==> config.mk <==
export PLATFORM = sky130hd
export DESIGN_NAME = dip_word_loader
export DESIGN_NICKNAME = d
export VERILOG_FILES = /design/src/rtl/dip_word_loader.sv
export SDC_FILE = /design/constraint.sdc
export NUM_CORES = 1
export LEC_CHECK = 0
export BUFFER_PORTS_ARGS = -buffer_cell sky130_fd_sc_hd__clkbuf_2
export CORE_MARGIN = 3
export CORE_UTILIZATION = 45
export CTS_BUF_LIST = sky130_fd_sc_hd__clkbuf_8 sky130_fd_sc_hd__clkbuf_16
export CTS_CLUSTER_SIZE = 8
export DETAILED_ROUTE_END_ITERATION = 7
export GPL_ROUTABILITY_DRIVEN = 1
export PLACE_DENSITY = 0.68
export SLEW_MARGIN = 20
export SYNTH_ARGS = -nofsm -noshare
export SYNTH_HDL_FRONTEND = slang
export SYNTH_SLANG_ARGS = --single-unit
==> constraint.sdc <==
create_clock -name clk -period 1.5 [get_ports clk]
set_clock_uncertainty 0.15 [all_clocks]
set_input_delay 0.15 -clock clk [delete_from_list [all_inputs] [get_ports clk]]
set_output_delay 0.15 -clock clk [all_outputs]
set_load 0.01 [all_outputs]
==> src/rtl/dip_word_loader.sv <==
// dip_word_loader
// Builds a NUM_SEGS-segment word from a SW_WIDTH-bit DIP switch. Each
// debounced press of the shift button loads one segment. Each completed word
// is offered to the Manchester encoder's transmit register over a valid/ready
// handshake. A word that completes while the previous one is still pending is
// dropped and recorded in a sticky overflow flag.
module dip_word_loader #(
    parameter int SW_WIDTH        = 4,
    parameter int NUM_SEGS        = 2,
    parameter int DEBOUNCE_CYCLES = 4,
    parameter int MSB_FIRST       = 0,
    localparam int W              = SW_WIDTH * NUM_SEGS,
    localparam int SEG_W          = $clog2(NUM_SEGS)
) (
    input  logic                clk,
    input  logic                rst_n,
    input  logic                cs,
    input  logic [SW_WIDTH-1:0] dip_switch,
    input  logic                shift_in,
    input  logic                clear,
    input  logic                word_ready,
    output logic [W-1:0]        out_word,
    output logic                word_valid,
    output logic [W-1:0]        stage_word,
    output logic [SEG_W-1:0]    seg_index,
    output logic                overflow
);

    localparam int               CNT_W       = $clog2(DEBOUNCE_CYCLES + 1);
    localparam logic [SEG_W-1:0] LAST_SEG    = SEG_W'(NUM_SEGS - 1);
    localparam logic [0:0]       OUT_EMPTY   = 1'b0;
    localparam logic [0:0]       OUT_PENDING = 1'b1;

    logic             sync_ff1;
    logic             sync_ff2;
    logic             db_level;
    logic [CNT_W-1:0] db_count;
    logic [1:0]       warm;
    logic             armed;
    logic             step;
    logic [0:0]       out_state;

    int               seg_k;
    logic [W-1:0]     filled_word;
    logic             accept;
    logic             last_seg;
    logic             complete;

    // Two-flop synchroniser for the asynchronous push-button.
    // NOTE: every clocked register uses non-blocking assignment so all flops
    // sample their inputs from the same edge, independent of statement order.
    always_ff @(posedge clk or negedge rst_n) begin
        if (!rst_n) begin
            sync_ff1 <= 1'b0;
            sync_ff2 <= 1'b0;
        end else begin
            sync_ff1 <= shift_in;
            sync_ff2 <= sync_ff1;
        end
    end

    // Debounce the synchronised level and emit a one-cycle step on each
    // accepted rise. A rise is only reported once the button has been seen
    // released after reset, so holding it through reset release is silent.
    always_ff @(posedge clk or negedge rst_n) begin
        if (!rst_n) begin
            db_level <= 1'b0;
            db_count <= '0;
            warm     <= 2'b00;
            armed    <= 1'b0;
            step     <= 1'b0;
        end else begin
            warm <= {warm[0], 1'b1};
            step <= 1'b0;
            // warm[1] means sync_ff2 now reflects a real sample of shift_in.
            if (warm[1] && !sync_ff2 && !db_level) begin
                armed <= 1'b1;
            end
            if (sync_ff2 != db_level) begin
                if (db_count == CNT_W'(DEBOUNCE_CYCLES - 1)) begin
                    db_level <= sync_ff2;
                    db_count <= '0;
                    step     <= sync_ff2 & armed;
                end else begin
                    db_count <= db_count + 1'b1;
                end
            end else begin
                // Input agrees with the accepted level: any bounce restarts.
                db_count <= '0;
            end
        end
    end

    // Staged word with the current segment replaced by the switch value.
    // NOTE: every variable is given a default before any conditional
    // assignment so this block stays purely combinational (no latch).
    always_comb begin
        seg_k       = (MSB_FIRST != 0) ? (NUM_SEGS - 1 - int'(seg_index))
                                       : int'(seg_index);
        filled_word = stage_word;
        for (int s = 0; s < NUM_SEGS; s++) begin
            if (s == seg_k) begin
                filled_word[s*SW_WIDTH +: SW_WIDTH] = dip_switch;
            end
        end
    end

    assign accept   = step & ~cs & ~clear;
    assign last_seg = (seg_index == LAST_SEG);
    assign complete = accept & last_seg;

    // Segment fill progress: FILL_0 .. FILL_{NUM_SEGS-1} encoded by seg_index.
    always_ff @(posedge clk or negedge rst_n) begin
        if (!rst_n) begin
            seg_index  <= '0;
            stage_word <= '0;
        end else if (clear) begin
            seg_index  <= '0;
            stage_word <= '0;
        end else if (accept) begin
            if (last_seg) begin
                seg_index  <= '0;
                stage_word <= '0;
            end else begin
                seg_index  <= seg_index + 1'b1;
                stage_word <= filled_word;
            end
        end
    end

    // Output side: EMPTY/PENDING handshake and sticky overflow. clear only
    // touches overflow; a pending word survives it.
    always_ff @(posedge clk or negedge rst_n) begin
        if (!rst_n) begin
            out_state <= OUT_EMPTY;
            out_word  <= '0;
            overflow  <= 1'b0;
        end else begin
            if (complete) begin
                if (out_state == OUT_EMPTY || word_ready) begin
                    out_word  <= filled_word;
                    out_state <= OUT_PENDING;
                end
            end else if (out_state == OUT_PENDING && word_ready) begin
                out_state <= OUT_EMPTY;
            end

            if (clear) begin
                overflow <= 1'b0;
            end else if (complete && out_state == OUT_PENDING && !word_ready) begin
                overflow <= 1'b1;
            end
        end
    end

    assign word_valid = (out_state == OUT_PENDING);

endmodule

* Word-level counts from Yosys, hierarchy flattened
Cells that the tools add are included.
** Word-level totals
- Bits in registers :: 29
- Logic and storage cells :: 56
** Operators by class
- $add $sub $neg :: 2
- Muxes and demuxes :: 17
- Equal/unequal tests :: 3
- Reduce and logical (&&, ||, !) cells :: 15
- Bitwise operators :: 7
** Operator list (count)
- 8-bit 2-to-1 mux :: 3
- 1-bit 2-to-1 mux :: 10
- 4-bit 2-to-1 mux :: 2
- 3-bit 2-to-1 mux :: 2
- 2-bit AND reduction :: 3
- 2-bit nonzero test :: 3
- 1-bit logical AND :: 5
- 1-bit bitwise AND :: 4
- 3-bit by 1-bit adder with 3-bit output (second input constant) :: 1
- 3-bit by 2-bit equality test with 1-bit output (second input constant) :: 1
- 1-bit logical NOT :: 3
- 1-bit inverter :: 3
- 2-bit by 1-bit inequality test with 1-bit output (second input constant) :: 1
- 1-bit adder (second input constant) :: 1
- 1-bit logical OR :: 1
- 1-bit inequality test :: 1

* Longest topological paths before layout
- Word-level depth :: 8
- Gate-level depth with buffers :: 4

* Worst setup path before layout
Ideal clock, no wire load.
- Kind :: reg2reg
- Start point :: reg seg_index
- End point :: reg out_word[6]
- Arrival time :: 1202 ps
- Period minus slack after synthesis :: 1477 ps
- Slack :: 23 ps
- Cell stages (with the launch flop) :: 5
- Buffers on the path :: 2
- Path through :: dfrtp_1 buf_6 buf_8 mux2_4 mux2_2
** On the way
- Cells in the longest elaborated chain, start to end :: 2
** RTL lines
- start, declared :: line 25 : output logic [SEG_W-1:0] seg_index,
- start signal, assigned :: line 125 : seg_index <= seg_index + 1'b1;
- 1-bit bitwise AND :: line 110 : assign complete = accept & last_seg;
- 2-bit AND reduction (no line)
- end signal, assigned :: line 141 : out_word <= filled_word;
- end, declared :: line 22 : output logic [W-1:0] out_word,
Parallel ways exist; a longest one is shown, timed or not.
A chain may end at the register's enable or synchronous reset.

* Worst setup path in the final report
- Start point :: reg seg_index
- End point :: reg out_word[2]
The elaborated chain is that of the path after synthesis.

==> flow_summary.json <==
{
  "synthArstFlopShare_pct": 100,
  "clk_pin_slew_ns": 0.06,
  "fin_util_pct": 63.1,
  "end_kind": "register",
  "setup_viol": 0,
  "grt_max_degree": 17,
  "fp.dieW_um": 58.1,
  "path_delay_family": "flip-flops",
  "final_cell_area_sq_um": 1590,
  "die_area_sq_um": 3380,
  "initial_core_util_pct": 48.4,
  "port_buffers": 28,
  "worstSetupPathType": "register to register",
  "cts-root-buf": "clkbuf_8",
  "num_vias": 791,
  "crit_required_ns": 1.51,
  "grt_antenna_before_repair": 0,
  "dp_hpwl_mm": 1.64,
  "fp.dieH_um": 58.1,
  "ys_seq_elements": 29,
  "grt_pass1_wl_mm": 3.71,
  "postRouteAntennaNets": 0,
  "overflow": 0,
  "routedWlPerCell_um": 14.0,
  "ctsHtreeMaxLevel": 2,
  "synthesis.nets": 99,
  "leakage_uw": 0.000824,
  "cts_buffer_depth": 2,
  "power.density_nw_per_um2": 1100,
  "syn_inst": 88,
  "rsz0062_at_grt": "false",
  "start_kind": "register",
  "cp_max_fo": 5,
  "grt_pass1_vias": 850,
  "fmax_mhz": 693,
  "worstHoldPathCells": 3,
  "whs_ns": 0.0587,
  "dr.pass1.iters": 4,
  "multi_input_area_sq_um": 449,
  "hold_violations": 0,
  "cts_tree": "built",
  "crit_path_cell_trace": "buf_6, and2b_2, a21o_2, mux2_2",
  "vias_per_cell": 4.91,
  "grtUsageTotal_pct": 15.0,
  "ys.flop_type": "dfrtp_1",
  "cp_num_buf_inv": 1,
  "mostFrequentLayoutCells": "dfrtp_1 (28), clkbuf_2 (28), mux2_2 (12)",
  "drtIter0Drc": 14,
  "gp_congestion": 0.758,
  "seq_area_frac_synth_pct": 59.4,
  "seqCellArea_sq_um": 727,
  "drc": 0,
  "finalCritPeriodShare_pct": 96.2,
  "clock_latency_ns": 0.27,
  "cts-buffers-inserted": 5,
  "yosys_warnings": 0,
  "maxSlewViolCount": 0,
  "drive_gt1_share_pct": 52.7,
  "nNetsFinal": 141,
  "fin_crit_ns": 1.44,
  "clock_sinks": 29,
  "fp.coreArea_sq_um": 2520,
  "routed_wl_mm": 2.26,
  "syn2layout_area_growth_pct": 30.4,
  "synth.distinct_cells": 27,
  "timing.setup.tns_ns": 0,
  "syn_avg_cell_area_sq_um": 13.9,
  "cp.arrival_ns": 1.45,
  "max_cap_viol_count": 0,
  "r2r_cells": 4,
  "peakVddDrop_mv": 0.864,
  "status": "finished, final reports clean",
  "num_rows": 18,
  "path_depth": 4,
  "hold_path_class": "input pin to register",
  "cp_slowest_cell": "dfrtp_2",
  "crit_path_max_incr_delay_ns": 0.40,
  "io_pins": 29,
  "n_fill_cell": 207,
  "n_antenna_cell": 0,
  "place_area_sq_um": 1430,
  "synth-edff-count": 0,
  "syn_area_sq_um": 1220
}
[repair_timing]
action,in CTS,in global routing
hold endpoints to repair,30,0
buffers inserted,0,2
gates resized for setup,0,2
endpoints found under the setup margin,0,3
hold buffers,2,0
[area by class of cell]
class	instances	share of cell area (%)
Multi-Input combinational cell	54	28.2
Clock buffer	7	6.05
Timing Repair Buffer	39	17.2
Tap cell	30	2.36
Inverter	1	0.236
Sequential cell	29	45.6
Clock inverter	1	0.314
[Yosys cell counts, drive strengths merged, types with 2 or more instances]
master	instances	share of area, %
nor2b	2	1.2
buf	4	3.5
dfrtp	29	59
nor3b	2	1.2
and2	4	2.0
mux2i	4	3.3
nor2	8	2.5
mux2	13	12
xnor2	2	1.4
and2b	4	2.9
a21o	5	3.5
[registers in the layout, summed over array words and instances, names as in the netlist]
name        flops
out_word        8
warm            2
word_valid      1
seg_index       1
step            1
sync_ff1        1
armed           1
sync_ff2        1
overflow        1
db_count        3
db_level        1
stage_word      8
[worst paths after layout]
kind                            slack (ns)     endpoint      start
worst max-delay path                  0.06  out_word[2]  seg_index
worst min-delay path                  0.06    seg_index      clear
worst max register to register        0.06  out_word[2]  seg_index
worst min register to register        0.20      warm[1]    warm[0]
max in group asynchronous             0.59    seg_index      rst_n
min in group asynchronous             0.18  out_word[6]      rst_n
[worst min-delay path: stages]
cell	delay [ns]
clkbuf_2	0.09
buf_4	0.15
nor2_1	0.06
[where the power goes]
part           internal, uW  switching, uW  total, uW
Clock                   414            281        694
Combinational           112           90.7        203
Sequential              829           32.8        862
Total                  1350            404       1760
[metal layers]
metal | up-vias | global-route usage, % | routed length (um)
met2 | 22 | 23.2 | 1110
li1 | 379 | - | -
met1 | 390 | 18.2 | 996
met3 | 0 | 6.68 | 155
met5 | - | 0 | 0
met4 | 0 | 6.62 | 0
[cell families (layout without fill, tap and decap cells)]
| logic type | Yosys count | count (layout) | share of synthesized area [%] |
|---|---|---|---|
| AO/OA/AOI/OAI | 8 | 8 | 5.02 |
| XOR/XNOR | 2 | 2 | 1.43 |
| adder cells (fa/ha/maj) | 1 | 1 | 1.02 |
| buffers and inverters | 5 | 48 | 3.79 |
| flip-flops | 29 | 29 | 59.4 |
| multiplexers | 17 | 17 | 15.6 |
| other | 1 | 1 | 0.307 |
| AND/OR/NAND/NOR | 25 | 25 | 13.4 |
[through the flow]
step / setup slack (ns) / power (uW) / instances
floorplan: 0.0231 / 991 / 88
CTS: 0.0111 / 1780 / 158
finish: 0.0573 / 1760 / 161
detailed placement: 0.0329 / 1070 / 148
global route: 0.0112 / 1850 / 161
global placement: 0.0513 / 1050 / 148
No activity file was read; power rests on OpenSTA's default activity.
